==> config.mk <==
export PLATFORM = sky130hd
export DESIGN_NAME = bus_cycle_ctrl
export DESIGN_NICKNAME = d
export VERILOG_FILES = /design/src/rtl/bus_cycle_ctrl_pkg.sv /design/src/rtl/bus_cycle_ctrl_counter.sv /design/src/rtl/bus_cycle_ctrl.sv
export SDC_FILE = /design/constraint.sdc
export NUM_CORES = 1
export LEC_CHECK = 0
export CAP_MARGIN = 30
export CORE_UTILIZATION = 45
export DETAILED_ROUTE_END_ITERATION = 8
export GPL_TIMING_DRIVEN = 0
export HOLD_SLACK_MARGIN = 0.06
export PLACE_DENSITY_LB_ADDON = 0.2
export SLEW_MARGIN = 5
export SYNTH_ARGS = -nofsm -noshare
export SYNTH_HDL_FRONTEND = slang
export SYNTH_SLANG_ARGS = --single-unit
==> constraint.sdc <==
create_clock -name clk -period 4.7 [get_ports clk]
set_input_delay 0.705 -clock clk [delete_from_list [all_inputs] [get_ports clk]]
set_output_delay 0.705 -clock clk [all_outputs]
set_load 0.01 [all_outputs]
==> src/rtl/bus_cycle_ctrl_pkg.sv <==
// rtl/bus_cycle_ctrl_pkg.sv - shared state encodings and default wait constants for bus_cycle_ctrl
package bus_cycle_ctrl_pkg;

    typedef enum logic [1:0] {
        BC_IDLE = 2'd0,
        BC_ADDR = 2'd1,
        BC_REQ  = 2'd2,
        BC_DATA = 2'd3
    } bc_state_e;

    localparam int DEF_MEM_WAIT = 0;
    localparam int DEF_IO_WAIT  = 1;
    localparam int DEF_CNT_W    = 3;

    // Cycles an address phase may sit with no strobe before it is given up.
    localparam logic [1:0] ADDR_TIMEOUT = 2'd3;

endpackage

==> src/rtl/bus_cycle_ctrl_counter.sv <==
// rtl/bus_cycle_ctrl_counter.sv - saturating wait-state counter with synchronous clear
module bus_cycle_ctrl_counter #(
    parameter int CNT_W = 3
) (
    input  logic             clk,
    input  logic             rst,
    input  logic             clr_i,
    input  logic             inc_i,
    output logic [CNT_W-1:0] count_o
);

    logic [CNT_W-1:0] count_q;

    // Saturating keeps "count >= wait" true while a slave is slow to ack.
    always_ff @(posedge clk or posedge rst) begin
        if (rst) begin
            count_q <= '0;
        end else if (clr_i) begin
            count_q <= '0;
        end else if (inc_i && (count_q != '1)) begin
            count_q <= count_q + CNT_W'(1);
        end
    end

    assign count_o = count_q;

endmodule

==> src/rtl/bus_cycle_ctrl.sv <==
// rtl/bus_cycle_ctrl.sv - 8088 local-bus demux and system-side request/ack cycle controller
module bus_cycle_ctrl
    import bus_cycle_ctrl_pkg::*;
#(
    parameter int MEM_WAIT = DEF_MEM_WAIT,
    parameter int IO_WAIT  = DEF_IO_WAIT,
    parameter int CNT_W    = DEF_CNT_W
) (
    input  logic        clk,
    input  logic        rst,
    input  logic        ale,
    input  logic [19:0] a,
    input  logic        iom,
    input  logic        rd_n,
    input  logic        wr_n,
    input  logic        den_n,
    input  logic        dtr,
    input  logic [7:0]  ad_in,
    output logic [7:0]  ad_out,
    output logic        ad_oe,
    output logic        ready,
    output logic [19:0] sys_addr,
    output logic [7:0]  sys_wdata,
    output logic        sys_we,
    output logic        sys_io,
    output logic        sys_req,
    input  logic        sys_ack,
    input  logic [7:0]  sys_rdata
);

    localparam logic [CNT_W-1:0] MEM_WAIT_C = CNT_W'(MEM_WAIT);
    localparam logic [CNT_W-1:0] IO_WAIT_C  = CNT_W'(IO_WAIT);

    bc_state_e        state_q;
    logic [19:0]      addr_q;
    logic [7:0]       wdata_q;
    logic [7:0]       ad_out_q;
    logic             we_q;
    logic             io_q;
    logic             req_q;
    logic             ready_q;
    logic             ack_q;
    logic             arm_q;
    logic [1:0]       idle_q;
    logic [CNT_W-1:0] cnt_q;

    logic strobe_d;
    logic wait_met_d;
    logic done_d;
    logic cnt_clr_d;
    logic cnt_inc_d;

    assign strobe_d   = ~rd_n | ~wr_n;
    assign wait_met_d = cnt_q >= (io_q ? IO_WAIT_C : MEM_WAIT_C);
    assign done_d     = (state_q == BC_REQ) && !ale && (sys_ack || ack_q) && wait_met_d;
    assign cnt_inc_d  = (state_q == BC_REQ);
    assign cnt_clr_d  = (state_q != BC_REQ) || ale;

    bus_cycle_ctrl_counter #(.CNT_W(CNT_W)) u_wait_cnt (
        .clk     (clk),
        .rst     (rst),
        .clr_i   (cnt_clr_d),
        .inc_i   (cnt_inc_d),
        .count_o (cnt_q)
    );

    always_ff @(posedge clk or posedge rst) begin
        if (rst) begin
            state_q  <= BC_IDLE;
            addr_q   <= '0;
            wdata_q  <= '0;
            ad_out_q <= '0;
            we_q     <= 1'b0;
            io_q     <= 1'b0;
            req_q    <= 1'b0;
            ready_q  <= 1'b1;
            ack_q    <= 1'b0;
            arm_q    <= 1'b0;
            idle_q   <= '0;
        end else if (ale) begin
            // A new address phase always wins, aborting whatever was in flight.
            addr_q  <= a;
            io_q    <= iom;
            state_q <= BC_ADDR;
            req_q   <= 1'b0;
            ready_q <= 1'b1;
            ack_q   <= 1'b0;
            arm_q   <= 1'b0;
            idle_q  <= '0;
        end else begin
            case (state_q)
                BC_IDLE: begin
                    // Follow-on byte of the same bus cycle: no new ale, address steps by one.
                    if (arm_q && strobe_d) begin
                        state_q <= BC_REQ;
                        addr_q  <= addr_q + 20'd1;
                        we_q    <= ~wr_n;
                        if (!wr_n) begin
                            wdata_q <= ad_in;
                        end
                        req_q   <= 1'b1;
                        ready_q <= 1'b0;
                        ack_q   <= 1'b0;
                        arm_q   <= 1'b0;
                    end
                end
                BC_ADDR: begin
                    if (strobe_d) begin
                        state_q <= BC_REQ;
                        we_q    <= ~wr_n;
                        if (!wr_n) begin
                            wdata_q <= ad_in;
                        end
                        req_q   <= 1'b1;
                        ready_q <= 1'b0;
                        ack_q   <= 1'b0;
                    end else if (idle_q == ADDR_TIMEOUT) begin
                        state_q <= BC_IDLE;
                    end else begin
                        idle_q <= idle_q + 2'd1;
                    end
                end
                BC_REQ: begin
                    if (sys_ack && !we_q) begin
                        ad_out_q <= sys_rdata;
                    end
                    if (done_d) begin
                        state_q <= BC_DATA;
                        req_q   <= 1'b0;
                        ready_q <= 1'b1;
                        ack_q   <= 1'b0;
                    end else if (sys_ack) begin
                        ack_q <= 1'b1;
                    end
                end
                BC_DATA: begin
                    if (!strobe_d) begin
                        state_q <= BC_IDLE;
                        arm_q   <= 1'b1;
                    end
                end
                default: state_q <= BC_IDLE;
            endcase
        end
    end

    // The dtr/ale terms guard against driving ad while the CPU owns it.
    assign ad_oe = (state_q == BC_DATA) & ~we_q & ~rd_n & ~den_n & ~dtr & ~ale;

    assign ad_out    = ad_out_q;
    assign ready     = ready_q;
    assign sys_addr  = addr_q;
    assign sys_wdata = wdata_q;
    assign sys_we    = we_q;
    assign sys_io    = io_q;
    assign sys_req   = req_q;

endmodule

# Yosys cells after proc, flatten, opt, wreduce, memory -nomap -nowiden
# Index checks and enable logic that the tools add are counted.
# totals
register_bits,49
latch_bits,0
ramBits,0
mem_bits_ro,0
in_bits,45
output_inout_bits,41
elab_cells,111
memories,0
# classes
n_addsub,3
n_mul,0
div,0
n_lt_le_gt_ge,1
eq_ne,16
n_shift,0
muxes,41
bitwise,12
n_reduce_logical,26
# ops
operator,count
$mux W20,3
$mux W8,3
$add A20 B1 Y20 const B,1
$mux W2,10
$mux W1,16
$pmux W8 S2,1
$reduce_and A4 Y1,4
$ne A3 B3 Y1 const B,5
$ne A2 B2 Y1 const B,5
$reduce_bool A2 Y1,5
$pmux W1 S3,3
$reduce_and A3 Y1,3
$ne A4 B4 Y1 const B,2
$pmux W2 S4,1
$eq A2 B2 Y1 const B,3
$logic_and A1 B1 Y1,6
$mux W3,2
$not A1 Y1,6
$and A1 B1 Y1,5
$pmux W1 S2,2
$reduce_bool A4 Y1,1
$add A3 B1 Y3 const B,1
$ge A3 B1 Y1,1
$reduce_bool A3 Y1,1
7 further kinds,9

# Logic depth before layout (Yosys ltp)
# depth
ltp_word,7
mapped_depth,6
mapped_depth_nobuf,6

# Modules after synthesis
# Synthesis repeated with hierarchy kept, for this count alone.
# unflattened
cells_unflattened,243
area_unflattened_um2,2526.2
# by_module_without_submodules
mod,instances,cells_each,area_each_um2,seq_area_each_um2
bus_cycle_ctrl,1,227,2338.5,1152.4
bus_cycle_ctrl_counter,1,16,187.7,75.1

# Least setup slack after synthesis
# No wires, ideal clock.
# synth_timing
path_kind,input to output
start,input port rd_n
end,output port ad_oe
t_arrival_ps,1683
required_time_ps,3995
slack_ps,2312
stages,2
path_buffers,0
cell_sequence,or4_1 > nor4b_1
# synth_between
elab_chain_len,5
# synth_lines
element,line,rtl
from (decl),bus_cycle_ctrl.sv:14,"input logic rd_n,"
$not A1 Y1,bus_cycle_ctrl.sv:148,assign ad_oe = (state_q == BC_DATA) & ~we_q & ~rd_n & ~den_n & ~dtr & ~ale;
$and A1 B1 Y1 (4 in a row),bus_cycle_ctrl.sv:148,
to (decl),bus_cycle_ctrl.sv:20,"output logic ad_oe,"
# No other way between the ends.

# Final worst setup path
# Ends and elaborated chain as after synthesis.

==> qor.yml <==
grt_max_degree: 31
rsz0062_at_grt: "false"
grt_pass1_vias: 1890
critPathMaxFanout: 6
hold_buffers: 0
endpoint_kind: "output pin"
hold_viol_final: 0
htree_levels: 2
place_hpwl_um: 4330
syn_avg_cell_area_um2: 10.3
synth_edf_count: 0
cpMaxStageDelayCell: "clkdlybuf4s50_1"
first_iter_violations: 129
die_h_um: 75.7
status: "completed"
finalCritPeriodShare_pct: 71.5
period_needed_ns: 3.36
rows: 26
rr_endpoint: "sys_addr[14]"
numPortBuffers: 84
cap_violations: 0
power_density_nw_per_um2: 318
regArea_um2: 1230
grt_usage_pct: 21.3
multiInputGateArea_um2: 1140
synth.distinct_cells: 41
hp-class: "reg2reg"
globalRouteOverflowTotal: 0
syn_area_um2: 2440
clk_latency_ns: 0.30
route.detailed.drc: 0
dieArea_um2: 5730
cp_cell_sequence: "clkdlybuf4s50_1 > or4_1 > nor4b_1 > clkdlybuf4s50_1"
drtAntennaViolNets: 0
tightest_slew_ns: 0.944
synth.most_common_cell: "dfrtp_1"
fin_hold_ws_ns: 0.510
clock_sinks: 49
clockRootBuffer: "clkbuf_8"
drive_gt1_share_pct: 9.73
antenna_cells: 0
cts_tree: "done"
fmax_ghz: 0.298
critPathKind: "in2out"
dr_total_vias: 2116
area_delta_synth_final_pct: 42.4
syn-num-nets: 287
num-fill-cells: 429
num_io_pins: 86
clock-skew-final_ns: 0.00688
rrSetupSlack_ns: 2.58
synth-seq-cells: 49
post_drt_wl_per_cell_um: 14.3
fin_tns_setup_ns: 0
slew_headroom_pct: 36.5
setup.worst_path.end: "ad_oe"
async_flop_share_pct: 100
synth_area_leaders: "dfrtp_1 (49%), mux2_2 (7.8%), nand2_1 (3.5%), o21ai_0 (3.5%), ha_1 (2.6%)"
r2r_start: "state_q[0]"
place.gp.congestion: 0.787
cp.required_ns: 3.99
p_leak_nw: 1.39
p_total_mw: 1.11
synth_common_cells: "dfrtp_1 (48), nand2_1 (23), mux2_2 (17), o21ai_0 (17), nor2_1 (16)"
grt_antenna_before_repair: 0
critPathLaunchType: "input port"
cpPeakStageDelay_ns: 0.60
ys_seq_area_share_pct: 50.3
postLayoutCoreUtil_pct: 67.2
cp.arrival_ns: 2.65
netlist_instances: 237
vias_per_cell: 5.30
finalWirelength_um: 5710
synth_flop_cell: "dfrtp_1"
setup_viol: 0
drt_pass1_iterations: 4
vdd_drop_max_uv: 231
start_util_pct: 47.2
cts_buffer_depth: 2
finalMaxSlewViolations: 0
nNetsFinal: 379
clkSlewWorstSetupHoldPaths_ns: 0.08
post_cts_buffers: 0
crit_start: "rd_n"
cts_buffers: 5
reg2regPathDepth: 6
synth_top_area_cell: "dfrtp_1"
coreArea_um2: 5170
crit_top_cell: "clkdlybuf4s50_1"
grt_pass1_wl_um: 9160
dieWidth_um: 75.7
synth_top_area_share_pct: 49.2
yosys_warnings: 0
cts_resized: 0
registers in the layout (all words and copies together), names as in the netlist:
register and cells:
ack_q 1, sys_wdata 8, state_q 2, sys_io 1, ready 1, sys_req 1
u_wait_cnt.count_o 3, ad_out 8, sys_we 1, sys_addr 20, arm_q 1, idle_q 2
metrics by stage:
| stage | area [µm²] | cells | worst slack (ns) |
|---|---|---|---|
| 2_1_floorplan | 2440 | 237 | 2.31 |
| 6_report | 3480 | 399 | 1.34 |
| 3_5_place_dp | 3390 | 392 | 1.33 |
| 4_1_cts | 3480 | 399 | 1.33 |
| 3_3_place_gp | 3370 | 391 | 1.37 |
| 5_1_grt | 3480 | 399 | 1.24 |
layout make-up:
class	count	share of cell area (%)
inverter	7	0.756
clock buffer	7	2.48
timing repair buffer	85	24.8
multi-input combinational	169	32.8
buffer	12	1.37
sequential	49	35.3
tap	70	2.52
layout by cell type, fill, tap and decap left out, types with 6 or more instances in the layout:
cell,Yosys,final
clkdlybuf4s50_1,0,84
o21ai_0,17,17
a31oi_1,9,9
mux2_2,17,17
clkbuf_8,0,6
clkbuf_1,9,10
inv_1,7,6
o31ai_1,6,6
nand2_1,23,23
dfrtp_1,48,48
xnor2_1,6,6
or4_1,8,8
nand3_1,12,12
nor2_1,16,16
logic make-up (layout without fill, tap and decap cells):
family	after synthesis	in the layout	synth area share, %
flip-flops	49	49	50.3
AO/OA/AOI/OAI	47	47	12.4
multiplexers	21	21	9.48
buffers and inverters	19	111	3.02
XOR/XNOR	10	10	3.59
adder cells (fa/ha/maj)	5	5	2.56
AND/OR/NAND/NOR	86	86	18.6
report_power, final:
| group | total [mW] | switching, mW | internal [mW] |
|---|---|---|---|
| Sequential | 0.533 | 0.0463 | 0.487 |
| Combinational | 0.326 | 0.128 | 0.198 |
| Clock | 0.248 | 0.131 | 0.117 |
worst min path at each step:
stage	endpoint	cells after the start	slack, ns	startpoint
after detailed placement	ad_out[1]	1	0.49	ad_out[1]
after floorplan	idle_q[1]	2	0.49	idle_q[1]
final	sys_wdata[4]	1	0.51	sys_wdata[4]
after global placement	ad_out[6]	1	0.49	ad_out[6]
after global routing	ad_out[4]	1	0.53	ad_out[4]
after CTS	ad_out[1]	1	0.51	ad_out[1]
critical path, delay by kind of cell:
kind                   cells  cell delay, ns
AND/OR/NAND/NOR            2            0.82
buffers and inverters      2            1.12
routing by layer:
layer | up-vias | wire length (µm) | global-route usage [%]
met1 | 1004 | 2680 | 29.5
li1 | 1047 | - | -
met4 | 0 | 59 | 6.79
met2 | 57 | 2750 | 33.8
met5 | - | 0 | 0
met3 | 8 | 227 | 3.97
No activity file was read; power rests on OpenSTA's default activity.
